**src/rtl/mprj_io_pad_bist_pkg.sv**
```systemverilog
// Shared constants for the user-project pad BIST: drive modes, FSM state
// encodings, phase enum and the fixed pattern count.
package mprj_io_pad_bist_pkg;

    localparam logic [2:0] DM_OUT = 3'b110;
    localparam logic [2:0] DM_IN  = 3'b001;

    localparam int NFIXED = 4;

    typedef logic [2:0] state_t;
    localparam state_t ST_IDLE   = 3'd0;
    localparam state_t ST_SETUP  = 3'd1;
    localparam state_t ST_DRIVE  = 3'd2;
    localparam state_t ST_SETTLE = 3'd3;
    localparam state_t ST_SAMPLE = 3'd4;
    localparam state_t ST_DONE   = 3'd5;

    typedef enum logic [1:0] {
        PH_SELF = 2'd0,
        PH_EVEN = 2'd1,
        PH_ODD  = 2'd2
    } phase_e;

endpackage

```
**src/rtl/mprj_io_pad_bist_patgen.sv**
```systemverilog
// Combinational test-pattern decoder: four fixed patterns followed by an
// optional walking-one sequence, selected by pattern index.
module mprj_io_pad_bist_patgen
    import mprj_io_pad_bist_pkg::*;
#(
    parameter int NPADS = 38,
    parameter int IW    = 8
) (
    input  logic [IW-1:0]    pat_idx,
    output logic [NPADS-1:0] pattern
);

    always_comb begin
        pattern = '0;
        for (int i = 0; i < NPADS; i++) begin
            if (pat_idx == IW'(1))
                pattern[i] = 1'b1;
            else if (pat_idx == IW'(2))
                pattern[i] = ((i % 2) == 1);
            else if (pat_idx == IW'(3))
                pattern[i] = ((i % 2) == 0);
            else if (int'(pat_idx) == NFIXED + i)
                pattern[i] = 1'b1;
        end
    end

endmodule

```
**src/rtl/mprj_io_pad_bist.sv**
```systemverilog
// Pad BIST sequencer between the GPIO control block and chip_io: passes core
// controls through when idle, otherwise drives patterns and records mismatches.
module mprj_io_pad_bist
    import mprj_io_pad_bist_pkg::*;
#(
    parameter int NPADS  = 38,
    parameter int SETTLE = 4,
    parameter int WALK   = 1,
    parameter int PAIRS  = 0
) (
    input  logic                 clk,
    input  logic                 RSTB,
    input  logic                 start,
    input  logic                 abort,
    input  logic [NPADS-1:0]     core_out,
    input  logic [NPADS-1:0]     core_oeb,
    input  logic [NPADS-1:0]     core_inp_dis,
    input  logic [3*NPADS-1:0]   core_dm,
    input  logic [NPADS-1:0]     io_in,
    output logic [NPADS-1:0]     io_out,
    output logic [NPADS-1:0]     io_oeb,
    output logic [NPADS-1:0]     io_inp_dis,
    output logic [3*NPADS-1:0]   io_dm,
    output logic                 busy,
    output logic                 done,
    output logic                 pass,
    output logic [NPADS-1:0]     fail_mask
);

    localparam int     P          = NFIXED + WALK * NPADS;
    localparam int     PW         = $clog2(P + 1);
    localparam phase_e LAST_PHASE = (PAIRS != 0) ? PH_ODD : PH_SELF;

    state_t             state;
    phase_e             phase;
    logic [PW-1:0]      pat_idx;
    logic [7:0]         settle_cnt;
    logic [NPADS-1:0]   pattern;
    logic [NPADS-1:0]   mismatch;
    logic [NPADS-1:0]   bist_out;
    logic [NPADS-1:0]   bist_oeb;
    logic [NPADS-1:0]   bist_inp_dis;
    logic [3*NPADS-1:0] bist_dm;

    mprj_io_pad_bist_patgen #(
        .NPADS (NPADS),
        .IW    (PW)
    ) u_patgen (
        .pat_idx (pat_idx),
        .pattern (pattern)
    );

    assign busy = (state != ST_IDLE) && (state != ST_DONE);

    // In pair phases the receiving half becomes inputs; an unpaired last pad is parked as an input.
    always_comb begin
        bist_out     = (state == ST_SETUP) ? '0 : pattern;
        bist_oeb     = '0;
        bist_inp_dis = '0;
        bist_dm      = {NPADS{DM_OUT}};
        if (phase != PH_SELF) begin
            for (int i = 0; i < NPADS; i++) begin
                if ((((i % 2) == 1) == (phase == PH_EVEN)) || (i >= 2 * (NPADS / 2))) begin
                    bist_oeb[i]        = 1'b1;
                    bist_dm[3*i +: 3]  = DM_IN;
                end
            end
        end
    end

    always_comb begin
        mismatch = '0;
        case (phase)
            PH_SELF: mismatch = io_in ^ pattern;
            PH_EVEN:
                for (int k = 0; k < NPADS / 2; k++)
                    mismatch[2*k+1] = io_in[2*k+1] ^ pattern[2*k];
            PH_ODD:
                for (int k = 0; k < NPADS / 2; k++)
                    mismatch[2*k] = io_in[2*k] ^ pattern[2*k+1];
            default: mismatch = '0;
        endcase
    end

    assign io_out     = busy ? bist_out     : core_out;
    assign io_oeb     = busy ? bist_oeb     : core_oeb;
    assign io_inp_dis = busy ? bist_inp_dis : core_inp_dis;
    assign io_dm      = busy ? bist_dm      : core_dm;

    always_ff @(posedge clk) begin
        if (RSTB) begin
            state      <= ST_IDLE;
            phase      <= PH_SELF;
            pat_idx    <= '0;
            settle_cnt <= '0;
            done       <= 1'b0;
            pass       <= 1'b0;
            fail_mask  <= '0;
        end else if (busy && abort) begin
            state      <= ST_IDLE;
            phase      <= PH_SELF;
            pat_idx    <= '0;
            settle_cnt <= '0;
        end else begin
            case (state)
                ST_IDLE, ST_DONE: begin
                    if (start) begin
                        state     <= ST_SETUP;
                        phase     <= PH_SELF;
                        pat_idx   <= '0;
                        fail_mask <= '0;
                        done      <= 1'b0;
                        pass      <= 1'b0;
                    end
                end
                ST_SETUP: state <= ST_DRIVE;
                ST_DRIVE: begin
                    settle_cnt <= '0;
                    state      <= ST_SETTLE;
                end
                ST_SETTLE: begin
                    if (settle_cnt == 8'(SETTLE - 1))
                        state <= ST_SAMPLE;
                    else
                        settle_cnt <= settle_cnt + 8'd1;
                end
                ST_SAMPLE: begin
                    fail_mask <= fail_mask | mismatch;
                    if (pat_idx == PW'(P - 1)) begin
                        pat_idx <= '0;
                        if (phase == LAST_PHASE) begin
                            state <= ST_DONE;
                            done  <= 1'b1;
                            pass  <= ~|(fail_mask | mismatch);
                        end else begin
                            state <= ST_SETUP;
                            phase <= (phase == PH_SELF) ? PH_EVEN : PH_ODD;
                        end
                    end else begin
                        pat_idx <= pat_idx + 1'b1;
                        state   <= ST_DRIVE;
                    end
                end
                default: state <= ST_IDLE;
            endcase
        end
    end

endmodule

```
**config.mk**
```make
export PLATFORM = sky130hd
export DESIGN_NAME = mprj_io_pad_bist
export DESIGN_NICKNAME = d
export VERILOG_FILES = /design/src/rtl/mprj_io_pad_bist_pkg.sv /design/src/rtl/mprj_io_pad_bist_patgen.sv /design/src/rtl/mprj_io_pad_bist.sv
export SDC_FILE = /design/constraint.sdc
export NUM_CORES = 1
export LEC_CHECK = 0
export ABC_AREA = 1
export CORE_AREA = 4 4 207 209
export CTS_CLUSTER_SIZE = 28
export DETAILED_ROUTE_END_ITERATION = 7
export DIE_AREA = 0 0 211 213
export PLACE_DENSITY = 0.44
export RECOVER_POWER = 100
export SYNTH_ARGS = -nofsm -noshare
export SYNTH_HDL_FRONTEND = slang
export SYNTH_SLANG_ARGS = --single-unit
```
**constraint.sdc**
```tcl
create_clock -name clk -period 4.7 [get_ports clk]
set_clock_uncertainty 0.2 [all_clocks]
set_input_delay 1.175 -clock clk [delete_from_list [all_inputs] [get_ports clk]]
set_output_delay 1.175 -clock clk [all_outputs]
set_load 0.03 [all_outputs]
```
Yosys cells after proc, flatten, opt, wreduce, memory -nomap -nowiden
Index checks and enable logic that the tools add are counted.
{ "classes": {"reduce_logical": 18, "n_bitwise": 41, "addsub": 2, "mux": 224, "eq_ne": 57} }
{ "ops": {"columns": ["operator", "count"], "rows": [
  ["two-way mux 114 bit", 2],
  ["two-way mux 38 bit", 6],
  ["equality test 6 bit (second input constant)", 27],
  ["two-way mux 1 bit", 159],
  ["one-hot mux 1 bit (2 select lines)", 40],
  ["one-hot mux 38 bit (2 select lines)", 1],
  ["equality test 6 x 5 -> 1 bit (second input constant)", 8],
  ["OR 38 bit", 1],
  ["OR reduction 38 bit", 1],
  ["bitwise XOR 1 bit", 38],
  ["bitwise XOR 38 bit", 1],
  ["equality test 6 x 4 -> 1 bit (second input constant)", 4],
  ["two-way mux 3 bit", 6],
  ["one-hot mux 8 bit (2 select lines)", 1],
  ["one-hot mux 3 bit (5 select lines)", 1],
  ["equality test 6 x 2 -> 1 bit (second input constant)", 2],
  ["two-way mux 6 bit", 2],
  ["inequality test 2 bit (second input constant)", 6],
  ["one-hot mux 6 bit (2 select lines)", 1],
  ["adder 8 x 1 -> 8 bit (second input constant)", 1],
  ["equality test 8 x 2 -> 1 bit (second input constant)", 1],
  ["two-way mux 8 bit", 1],
  ["adder 6 x 1 -> 6 bit (second input constant)", 1],
  ["equality test 3 x 2 -> 1 bit (second input constant)", 2],
  ["other kinds (20)", 29]
]} }
{ "word_totals": {"in_bits": 270, "output_inout_bits": 269, "elab_cells": 349, "register_bits": 59} }

Logic depth before layout (Yosys ltp)
{ "logic_depth": {"ltp_word": 13, "ltp_mapped": 17, "depth_no_buf": 16} }

Cells and area by module
A second synthesis with hierarchy kept.
{ "hier_totals": {"hier_cells": 1158, "area_unflattened_um2": 6236.0} }
{ "by_module_without_submodules": {"columns": ["module", "instances", "cells_each", "area_per_inst_um2", "seq_area_each_um2"], "rows": [
  ["mprj_io_pad_bist", 1, 1052, 5639.2, 1161.1],
  ["mprj_io_pad_bist_patgen", 1, 106, 596.8, 0.0]
]} }

Worst setup path before layout
No wires, ideal clock.
{ "synth_path": {"path_type": "register to output", "from": "register pat_idx[0]", "to": "output port io_out[28]", "stages_incl_launch_ff": 10, "n_path_buf": 2, "required_time_ps": 3325, "slack_ps": 1291, "arrival_ps": 2034, "path_cell_list": "dfxtp_1 -> ha_1 -> buf_2 -> inv_1 -> nor2_1 -> nand2_1 -> buf_2 -> inv_1 -> a21oi_1 -> o21ai_0"} }
{ "synth_between": {"elab_chain_cells": 7, "word_cells_on_any_way": 10, "cone_classes": "eq/ne (4); mux (6)"} }
{ "synth_rtl": {"columns": ["element", "line", "text"], "rows": [
  ["start: declaration", "mprj_io_pad_bist.sv:36", "logic [PW-1:0] pat_idx;"],
  ["start signal: assignment", "mprj_io_pad_bist.sv:140", "pat_idx <= pat_idx + 1'b1;"],
  ["equality test 6 bit", "mprj_io_pad_bist_patgen.sv:22", "else if (int'(pat_idx) == NFIXED + i)"],
  ["two-way mux 1 bit", "mprj_io_pad_bist_patgen.sv:22", null],
  ["two-way mux 1 bit", "mprj_io_pad_bist_patgen.sv:20", "else if (pat_idx == IW'(3))"],
  ["two-way mux 1 bit", "mprj_io_pad_bist_patgen.sv:18", "else if (pat_idx == IW'(2))"],
  ["two-way mux 1 bit (*)", "mprj_io_pad_bist_patgen.sv:16", "if (pat_idx == IW'(1))"],
  ["two-way mux 38 bit (*)", "mprj_io_pad_bist.sv:57", "bist_out = (state == ST_SETUP) ? '0 : pattern;"],
  ["two-way mux 38 bit (*)", "mprj_io_pad_bist.sv:85", "assign io_out = busy ? bist_out : core_out;"],
  ["end: declaration", "mprj_io_pad_bist.sv:20", "output logic [NPADS-1:0] io_out,"]
]} }
Mark *: on every way between the ends. The rest lies on a longest branch, timed or not.

Final worst setup path
{ "layout_path": {"from": "register pat_idx[0]", "to": "output port io_out[17]"} }
The elaborated chain is that of the path after synthesis.

==> flow_summary.toml <==
[run_status]
outcome = "completed"

[clock_tree]
cts_tree = "done"
cts.sinks = 58
cts_buffer_depth = 2
cts-buffers-inserted = 9
holdBufCountCts = 0
htree_levels = 3
root_buffer = "clkbuf_16"
post_cts_resized = 0
postCtsSetupBuffers = 0
path_clk_slew_ns = 0.05
clk_latency_ns = 0.33

[route]
drt-total-wl_microns = 41330
drc = 0
antenna_left = 0
wl_per_cell_microns = 18.36
via_count = 9290
viasPerCell = 4.127
first_pass_iters = 5
drtIter0Drc = 499

[setup_path]
path_cells = "inv_1 > ha_1 > o211ai_2 > buf_4 > nand2_1 > inv_1 > o21ai_0 > dlygate4sd3_1"
cp_top_family = "buffers and inverters"
crit_path_top_delay_cell = "dlygate4sd3_1"
setup.worst_path.end_class = "output pin"
required_ns = 3.32
critPathArrivalTime_ns = 3.05
r2r_setup_slack_ns = 0.73
cp_num_buf_inv = 4
max_stage_delay_ns = 0.72
cp_max_fo = 39
critPathKind = "reg -> out"
start_kind = "flip-flop"
cpMostUsedCell = "inv_1"

[pwr]
ir_drop_v = 0.0004571
leakage_nw = 5.806
power_density_nw_per_um2 = 621.3
p_total_mw = 7.337

[timing]
finalSetupViolCount = 0
hold_violations = 0
fin_crit_sh_pct = 94.20
rsz0062_at_grt = "false"
fin_crit_ns = 4.427
max-slew-margin-rel_pct = 36.69
tightest_slew_ns = 0.9486
clock.fmax_mhz = 225.9
final.setup.tns_ns = 0
slew_violations = 0

[yosys]
synthTopCellsByArea = "nand2_1 28%, dfxtp_1 19%, inv_1 9.8%, nor2_1 7.7%, nand3_1 7.6%"
synth_warnings = 0
ys_types = 34
syn_inst = 1217
ys.flop_type = "dfxtp_1"
synthTopCellsByCount = "464 x nand2_1, 162 x inv_1, 128 x nor2_1, 94 x nand3_1, 72 x o21ai_0"
syn_avg_cell_area_sq_um = 5.105
synth_top_area_share_pct = 28.04
synth_area_sq_um = 6212
async_flop_share_pct = 0
yosysMostFrequentCell = "nand2_1"
synth_edf_count = 0
ys_seq_area_share_pct = 18.69
synth.ff_latch_count = 58
yosys.area.top_type = "nand2_1"
synth_nets = 1492

[place]
dp_hpwl_microns = 35110
port_buffers = 538
gp_congestion = 0.9046

[global_routing]
grt_pass1_wl_microns = 58570
overflow = 0
grtUsageTotal_pct = 17.24
antenna_found_initial = 4
grt_pass1_vias = 9129
grt_max_degree = 61

[floorplan]
rows = 74
die_w_microns = 211
die-area_sq_um = 44940
die_height_microns = 213
core_area_sq_um = 40830
ios = 539
start_util_pct = 15.21

[layout]
fin_nets = 1987
layout-drive-gt1-share_pct = 5.306
syn2layout_area_growth_pct = 90.09

[run]
cap_viol_max_count = 0

[hold_path]
min_path_type = "reg -> reg"
-- where the power goes --
group          switching, mW  internal, mW
logic                   4.39          1.74
registers             0.0355         0.534
clock network          0.240         0.393
total                   4.67          2.67
-- per-layer routing --
layer / vias up / track usage (%) / wire [microns]
met1: 4160 / 21.71 / 17590
met2: 357 / 29.19 / 19700
met4: 2 / 4.024 / 718
met5: - / 0.2155 / 8
met3: 32 / 5.010 / 3312
li1: 4739 / - / -
-- worst reg2reg max path, cell delays in order, from the launching register on --
cell and delay [ns]:
dfxtp_1 0.47, nand3_1 0.18, nand2_4 0.30, buf_4 0.40
buf_4 0.58, nand2_1 0.19, nand2_1 0.14, inv_1 0.26
nand2_1 0.13, buf_4 0.22, inv_1 0.20, clkbuf_2 0.33
a21oi_1 0.19, nor3_1 0.06
-- area by class of cell --
type | count | area, sq um
sequential | 58 | 1161
antenna | 4 | 10.01
clock inverter | 2 | 12.51
tap | 532 | 665.6
timing repair buffer | 557 | 4952
multi-input combinational | 920 | 4115
clock buffer | 12 | 266.5
fill | 4672 | 29020
inverter | 166 | 625.6
-- metrics by stage --
stage                     worst slack [ns]  utilization [%]  instances  instance area (sq um)  hold WS (ns)
final                               0.2728            28.92       2251                  11810        0.2659
after global routing                0.1212            28.91       2249                  11800        0.2819
after CTS                           0.1034            30.17       2247                  12320        0.2704
after detailed placement            0.4858            29.49       2233                  12040        0.2599
after global placement              0.5402            29.49       2233                  12040        0.2575
after floorplan                      1.291                -       1217                   6212        0.2686
-- path summary, 6_finish.rpt --
path,endpoint,cells past startpoint,start
worst max-delay path,io_out[17],8,pat_idx[0]
worst min-delay path,pass,2,pass
worst max register to register,fail_mask[11],13,state[0]
worst min register to register,pass,2,pass
-- state kept, by name (all words and copies together), names as in the netlist --
name and count:
done 1, fail_mask 38, pass 1, pat_idx 6
phase 1, settle_cnt 8, state 3
-- cells in the final DEF, fill, tap and decap left out, types with 2 or more instances in the layout --
| cell | n |
|---|---|
| diode_2 | 4 |
| nand3b_1 | 23 |
| nand3_1 | 94 |
| nor2_2 | 3 |
| dfxtp_1 | 58 |
| o211ai_1 | 2 |
| a31oi_1 | 2 |
| nor2_1 | 128 |
| ha_1 | 5 |
| or2_2 | 38 |
| dlygate4sd3_1 | 160 |
| buf_4 | 17 |
| and3_1 | 16 |
| o21ai_0 | 72 |
| inv_2 | 2 |
| nand3_2 | 2 |
| a221oi_1 | 3 |
| clkbuf_1 | 98 |
| clkbuf_8 | 3 |
| nor2_4 | 2 |
| a21oi_1 | 49 |
| a211oi_1 | 3 |
| buf_12 | 5 |
| clkbuf_16 | 9 |
| nor3_1 | 5 |
| inv_1 | 163 |
| clkdlybuf4s50_1 | 272 |
| clkbuf_2 | 4 |
| nand2_1 | 463 |
-- cell families after synthesis --
logic type | synth area share (%)
flip-flops | 18.69
AND/OR/NAND/NOR | 53.27
buffers and inverters | 15.19
AO/OA/AOI/OAI | 11.70
XOR/XNOR | 0.1410
adder cells (fa/ha/maj) | 1.007
No activity file was read; power rests on OpenSTA's default activity.
